$ cat src/rtl/memory_bus_initiator_pkg.sv
// Shared types for the memory-bus initiator: packet type, source tag,
// payload word, address-map defaults and the initiator state encoding.
package memory_bus_initiator_pkg;

  typedef enum logic {
    bus_write_data = 1'b0,
    bus_read_data  = 1'b1
  } bus_packet_type_t;

  typedef logic [7:0]  bus_source_t;
  typedef logic [63:0] bus_packet_payload_t;

  localparam int MEM_BYTES_DEFAULT  = 65536;
  localparam int END_MEMORY_ADDRESS = MEM_BYTES_DEFAULT - 8;
  localparam int TIMEOUT_DEFAULT    = 1024;

  typedef enum logic [1:0] {
    ST_IDLE,
    ST_ISSUE,
    ST_WAIT_RSP,
    ST_RESPOND
  } init_state_t;

  // A full 8-byte access must fit below mem_bytes.
  function automatic logic addr_in_bounds(
    input logic [63:0] addr,
    input int          mem_bytes
  );
    return addr <= (64'(mem_bytes) - 64'd8);
  endfunction

endpackage

$ cat src/rtl/memory_bus_initiator_timeout.sv
// bus_timeout_counter: clearable/enabled up-counter whose terminal flag
// marks the last cycle of a TIMEOUT-cycle window.
// Ports: clk, reset, clear, enable in; terminal out.
module bus_timeout_counter #(
  parameter int TIMEOUT = 1024
) (
  input  logic clk,
  input  logic reset,
  input  logic clear,
  input  logic enable,
  output logic terminal
);

  localparam int W = $clog2(TIMEOUT);
  localparam logic [W-1:0] LAST = W'(TIMEOUT - 1);

  logic [W-1:0] count;

  always_ff @(posedge clk or posedge reset) begin
    if (reset) begin
      count <= '0;
    end else if (clear) begin
      count <= '0;
    end else if (enable) begin
      count <= count + 1'b1;
    end
  end

  assign terminal = (count == LAST);

endmodule

$ cat src/rtl/memory_bus_initiator.sv
// Memory-bus initiator: one outstanding load/store, bounds check,
// read-response timeout. Core side: cpu_req_* in, cpu_rsp_* out.
// Bus side: bus_req_* out (accept in), bus_rsp_* in.
module memory_bus_initiator
  import memory_bus_initiator_pkg::*;
#(
  parameter bus_source_t SOURCE_ID = '0,
  parameter int          MEM_BYTES = MEM_BYTES_DEFAULT,
  parameter int          TIMEOUT   = TIMEOUT_DEFAULT
) (
  input  logic                clk,
  input  logic                reset,
  input  logic                cpu_req_valid,
  output logic                cpu_req_ready,
  input  logic                cpu_req_write,
  input  logic [63:0]         cpu_req_addr,
  input  logic [63:0]         cpu_req_wdata,
  output logic                cpu_rsp_valid,
  output logic [63:0]         cpu_rsp_rdata,
  output logic                cpu_rsp_error,
  output logic                bus_req_valid,
  output bus_packet_type_t    bus_req_type,
  output logic [63:0]         bus_req_addr,
  output bus_packet_payload_t bus_req_payload,
  output bus_source_t         bus_req_source,
  input  logic                bus_req_accept,
  input  logic                bus_rsp_valid,
  input  bus_packet_payload_t bus_rsp_payload,
  input  bus_source_t         bus_rsp_dest
);

  init_state_t state_q, state_d;

  logic        write_q;
  logic [63:0] addr_q;
  logic [63:0] wdata_q;
  logic [63:0] rdata_q;
  logic        error_q;

  logic in_wait;
  logic tmo_term;
  logic rsp_match;
  logic timeout_hit;
  logic req_ok;

  assign in_wait     = (state_q == ST_WAIT_RSP);
  assign rsp_match   = in_wait && bus_rsp_valid
                       && (bus_rsp_dest == SOURCE_ID);
  assign timeout_hit = in_wait && tmo_term;
  assign req_ok      = addr_in_bounds(cpu_req_addr, MEM_BYTES);

  bus_timeout_counter #(
    .TIMEOUT (TIMEOUT)
  ) u_tmo (
    .clk      (clk),
    .reset    (reset),
    .clear    (!in_wait),
    .enable   (in_wait),
    .terminal (tmo_term)
  );

  always_ff @(posedge clk or posedge reset) begin
    if (reset) begin
      state_q <= ST_IDLE;
    end else begin
      state_q <= state_d;
    end
  end

  always_comb begin
    state_d = state_q;
    case (state_q)
      ST_IDLE: begin
        if (cpu_req_valid) begin
          state_d = req_ok ? ST_ISSUE : ST_RESPOND;
        end
      end
      ST_ISSUE: begin
        if (bus_req_accept) begin
          state_d = write_q ? ST_RESPOND : ST_WAIT_RSP;
        end
      end
      ST_WAIT_RSP: begin
        if (rsp_match || timeout_hit) begin
          state_d = ST_RESPOND;
        end
      end
      ST_RESPOND: state_d = ST_IDLE;
      default:    state_d = ST_IDLE;
    endcase
  end

  // Latched request fields and completion result.
  // A response match takes priority over the timeout.
  always_ff @(posedge clk or posedge reset) begin
    if (reset) begin
      write_q <= 1'b0;
      addr_q  <= '0;
      wdata_q <= '0;
      rdata_q <= '0;
      error_q <= 1'b0;
    end else begin
      case (state_q)
        ST_IDLE: begin
          if (cpu_req_valid) begin
            write_q <= cpu_req_write;
            addr_q  <= cpu_req_addr;
            wdata_q <= cpu_req_wdata;
            rdata_q <= '0;
            error_q <= !req_ok;
          end
        end
        ST_WAIT_RSP: begin
          if (rsp_match) begin
            rdata_q <= bus_rsp_payload;
            error_q <= 1'b0;
          end else if (timeout_hit) begin
            rdata_q <= '0;
            error_q <= 1'b1;
          end
        end
        default: ;
      endcase
    end
  end

  // Outputs depend only on state and latched registers.
  always_comb begin
    cpu_req_ready   = 1'b0;
    cpu_rsp_valid   = 1'b0;
    cpu_rsp_rdata   = '0;
    cpu_rsp_error   = 1'b0;
    bus_req_valid   = 1'b0;
    bus_req_type    = bus_write_data;
    bus_req_addr    = '0;
    bus_req_payload = '0;
    bus_req_source  = '0;
    case (state_q)
      ST_IDLE: cpu_req_ready = 1'b1;
      ST_ISSUE: begin
        bus_req_valid   = 1'b1;
        bus_req_type    = write_q ? bus_write_data
                                  : bus_read_data;
        bus_req_addr    = addr_q;
        bus_req_payload = write_q ? wdata_q : '0;
        bus_req_source  = SOURCE_ID;
      end
      ST_RESPOND: begin
        cpu_rsp_valid = 1'b1;
        cpu_rsp_rdata = rdata_q;
        cpu_rsp_error = error_q;
      end
      default: ;
    endcase
  end

endmodule

$ cat config.mk
export PLATFORM = sky130hd
export DESIGN_NAME = memory_bus_initiator
export DESIGN_NICKNAME = d
export VERILOG_FILES = /design/src/rtl/memory_bus_initiator_pkg.sv /design/src/rtl/memory_bus_initiator_timeout.sv /design/src/rtl/memory_bus_initiator.sv
export SDC_FILE = /design/constraint.sdc
export NUM_CORES = 1
export LEC_CHECK = 0
export BUFFER_PORTS_ARGS = -buffer_cell sky130_fd_sc_hd__buf_2
export CAP_MARGIN = 25
export CORE_AREA = 2 2 158 160
export CTS_CLUSTER_SIZE = 24
export DETAILED_ROUTE_END_ITERATION = 16
export DIE_AREA = 0 0 160 162
export PLACE_DENSITY = 0.68
export SLEW_MARGIN = 20
export SYNTH_ARGS = -nofsm -noshare
export SYNTH_HDL_FRONTEND = slang
export SYNTH_SLANG_ARGS = --single-unit
$ cat constraint.sdc
create_clock -name clk -period 16.3 [get_ports clk]
set_input_delay 3.26 -clock clk [delete_from_list [all_inputs] [get_ports clk]]
set_output_delay 3.26 -clock clk [all_outputs]
set_load 0.03 [all_outputs]
# Yosys cells after proc, flatten, opt, wreduce, memory -nomap -nowiden
# Index checks and enable logic that the tools add are counted.
# W data, S select, Z words.
word_totals:
  register_bits: 206
  inputBits: 206
  output_inout_bits: 205
  word_cells: 53
classes:
  add_sub_neg: 1
  magnitude_cmp: 1
  eq_ne: 8
  n_mux: 25
  n_reduce_logical: 11
op_table:
  columns: ["cell", "count"]
  rows:
  - ["$mux W64", 7]
  - ["$pmux W64 S2", 1]
  - ["$le A64 B16 Y1 const B", 1]
  - ["$add A10 B1 Y10 const B", 1]
  - ["$eq A10 B10 Y1 const B", 1]
  - ["$mux W1", 10]
  - ["$mux W10", 1]
  - ["$logic_not A8 Y1", 1]
  - ["$mux W2", 4]
  - ["$pmux W2 S4", 1]
  - ["$reduce_and A3 Y1", 2]
  - ["$eq A2 B2 Y1 const B", 2]
  - ["$ne A2 B2 Y1 const B", 2]
  - ["$logic_and A1 B1 Y1", 3]
  - ["$ne A3 B1 Y1 const B", 1]
  - ["$eq A2 B1 Y1 const B", 1]
  - ["$logic_not A2 Y1", 1]
  - ["$ne A2 B1 Y1 const B", 1]
  - ["$pmux W1 S2", 1]
  - ["$reduce_and A2 Y1", 1]
  - ["$reduce_bool A2 Y1", 1]
  - ["$logic_not A1 Y1", 1]
  - ["$logic_or A1 B1 Y1", 1]

# Longest topological paths before layout
depth:
  ltp_word: 6
  depth_mapped: 9
  depth_no_buf: 7

# Modules after synthesis
# From an unflattened synthesis, not the netlist that was laid out.
hier_totals:
  cells_unflattened: 892
  area_unflattened_um2: 9790.6
modules_own_cells:
  columns: ["mod", "instances", "cells_per_inst", "area_per_inst_um2"]
  rows:
  - ["memory_bus_initiator", 1, 840, 9271.4]
  - ["bus_timeout_counter", 1, 52, 519.2]

# Least setup slack after synthesis
# No wires, ideal clock.
synth_path:
  kind: "register to output"
  start: "register state_q[1]"
  end: "output port bus_req_payload[57]"
  t_arrival_ns: 1.719
  required_time_ns: 13.040
  path_slack_ns: 11.321
  stages_incl_launch_ff: 6
  path_cell_list: "dfrtp_1 inv_1 ha_1 clkbuf_1 clkbuf_1 and3_1"
synth_via:
  elab_chain_cells: 2
synth_lines:
  columns: ["element", "line_no", "source"]
  rows:
  - ["start, declared", "memory_bus_initiator.sv:32", "init_state_t state_q, state_d;"]
  - ["start signal, assigned", "memory_bus_initiator.sv:66", "state_q <= state_d;"]
  - ["$eq A2 B1 Y1", "memory_bus_initiator.sv:138", "case (state_q)"]
  - ["$mux W64", "memory_bus_initiator.sv:138", null]
  - ["end, declared", "memory_bus_initiator.sv:24", "output bus_packet_payload_t bus_req_payload,"]
# Every way passes these cells.

# Final worst setup path
layout_path:
  start: "register state_q[1]"
  end: "output port bus_req_payload[17]"
# The elaborated chain is that of the path after synthesis.

==> out/qor.csv <==
metric,value,unit
crit_path_end_kind,primary output,
clock_skew,0.01286,ns
hold_buffers,0,
grt_use_total,0.1924,
via_count,7747,
finalSetupTns,0,ns
wl,26320,um
rsz0062_at_grt,no,
wl_per_cell,16.54,um
core,0.02411,mm^2
finalCritPeriodShare,0.3440,
run_status,"complete, no violations",
grt_pass1_vias,7575,
cts_tree,done,
leakagePower,6.951,nW
clkTransAtPathRegs,0.06,ns
antenna_found_initial,4,
hp-class,reg2reg,
power,2.065,mW
required,13.04,ns
port_buffers,402,
area_growth,30.65,%
synth_top_area_cell,dfrtp_1,
p_int,1.268,mW
finalSetupViolCount,0,
synthTopCellsByArea,"dfrtp_1, mux2_2, and2_1, nand2_1, and3_1",
grt_max_degree,141,
die_h,162,um
slew_headroom,0.4258,
synth.distinct_cells,36,
nFillCells,2267,
power_density,165.6,mW/mm^2
critPathKind,reg2out,
place_ws,10.88,ns
ctsLongestPathBuffers,3,
p_sw_frac,0.3861,
clk_latency,0.51,ns
ant_nets,0,
wl_met2,12920,um
vias_per_cell,4.869,
p_clk_frac,0.233,
post-route-min-period,5.607,ns
overflow,0,
highest_layer,met5,
post_cts.repair.setup_buffers,0,
slew_viol_final,0,
seq_power_share,0.367,
htree_levels,1,
wl_met3,1789,um
initial_core_util,0.3960,
cp_cell_sequence,"inv_1, ha_2, buf_4, buf_16, and3_1, buf_2",
cap_viol_max_count,0,
worst_pin_slew,0.8614,ns
die_area,0.02592,mm^2
numCtsBuffers,23,
row_count,57,
post-route-util,0.5173,
crit_path_max_incr_delay,0.42,ns
synth-seq-area-share,0.5400,
combinationalPowerShare,0.400,
synth-seq-cells,206,
drt_iter0_drc,533,
post_cts_resized,0,
drive_above_1_share,0.4612,
drt_first_pass_iters,4,
post-dp-hpwl,18370,um
drc_errors,0,
cp-start-kind,register,
timing.final.ws_setup,10.69,ns
syn_area,0.009545,mm^2
synth_top_area_frac,0.5400,
synth_cells,879,
synth.avg_cell_area,10.86,um^2
cts_root_buf,clkbuf_16,
layout.nets,1461,
worstPathArrival,2.35,ns
netSwitchingPower,797.5,uW
cts.sinks,206,
io_pins,411,
met1_length,10650,um
grt_pass1_wl,40350,um
path_max_fanout,103,
synth_warnings,0,
crit_path_top_delay_cell,dfrtp_1,
finalHoldViolCount,0,
fmax,178.3,MHz
globalplace.congestion,0.8722,
vdd_ir_drop_max,0.0001230,V
fp.dieW,160,um
## worst paths after layout
kind                                   from             endpoint  slack (ns)  cells after the start
max in group asynchronous             reset          rdata_q[10]       11.88                      4
worst min register to register  rdata_q[15]          rdata_q[15]        0.46                      2
worst max-delay path             state_q[1]  bus_req_payload[17]       10.69                      6
worst max register to register   state_q[0]           rdata_q[5]       13.13                      8
worst min-delay path            rdata_q[15]          rdata_q[15]        0.46                      2
min in group asynchronous             reset           rdata_q[4]        2.73                      2
## flip-flops by register name, summed over array words and instances (netlist names)
signal       cells
addr_q          64
rdata_q         64
wdata_q         64
u_tmo.count     10
state_q          2
error_q          1
write_q          1
## cells by family after synthesis
logic type | after synthesis | share of synthesized area
multiplexers | 131 | 0.1544
flip-flops | 206 | 0.5400
XOR/XNOR | 6 | 0.005506
AO/OA/AOI/OAI | 13 | 0.009961
AND/OR/NAND/NOR | 440 | 0.2438
buffers and inverters | 77 | 0.03932
other | 1 | 0.0003929
adder cells (fa/ha/maj) | 5 | 0.006554
## worst max-delay path: cells and delay by family (launching register included)
kind / cells / cell delay, ns
and+or+nand+nor: 1 / 0.28
DFF: 1 / 0.42
adders and majority gates: 1 / 0.17
buffers and inverters: 4 / 0.92
## through the flow
stage	hold WS [ns]	cells	area, um^2
after detailed placement	0.4469	1547	11720
after global routing	0.4799	1591	12470
after CTS	0.4604	1586	12410
after global placement	0.4405	1547	11710
after floorplan	0.4304	886	9572
final	0.4557	1591	12470
## synthesized netlist by cell type, drive strengths merged
master / instances
mux2i: 1
nor4: 13
clkbuf: 46
or3: 3
inv: 5
nor3: 3
mux2: 130
and4: 1
dfrtp: 206
nor4bb: 1
nand3: 70
o22ai: 2
ha: 5
a21boi: 2
nor2b: 1
and3: 67
a31oi: 3
xnor2: 3
a21oi: 1
and2: 136
xor2: 3
nand4: 6
or2: 1
o21ba: 1
o21ai: 2
a41oi: 1
a31o: 1
nor2: 4
conb: 1
buf: 26
nand2: 134
## routing by layer
layer / vias up / GRT usage
met1: 3719 / 0.2372
met5: - / 0
met4: 2 / 0.07862
met2: 284 / 0.3274
li1: 3681 / -
met3: 61 / 0.04494
## layout by cell type, fill, tap and decap left out, drive strengths merged, types with 4 or more instances in the layout
master / count
buf: 411
dfrtp: 206
and2: 136
nand2: 134
mux2: 130
nand3: 70
and3: 67
clkbuf: 32
nor4: 13
conb: 8
nand4: 6
clkinv: 6
inv: 6
ha: 5
nor2: 4
## final cells by class
| class | instances | area, um^2 | area share |
|---|---|---|---|
| Antenna cell | 3 | 7.507 | 0.0006020 |
| Clock buffer | 32 | 649.4 | 0.05207 |
| Clock inverter | 7 | 42.54 | 0.003411 |
| Inverter | 5 | 26.28 | 0.002107 |
| Multi-Input combinational cell | 603 | 4065 | 0.3260 |
| Sequential cell | 206 | 5155 | 0.4134 |
| Tap cell | 324 | 405.4 | 0.03251 |
| Timing Repair Buffer | 411 | 2120 | 0.1700 |
## power groups by stage
stage | sequential (mW) | combinational (mW) | clock [mW]
floorplan | 0.737 | 0.635 | 0
global placement | 0.757 | 0.813 | 0
detailed placement | 0.764 | 0.822 | 0
CTS | 0.756 | 0.825 | 0.496
global route | 0.778 | 0.886 | 0.520
finish | 0.758 | 0.826 | 0.481
Note: power is estimated with default switching activity, not from simulation.
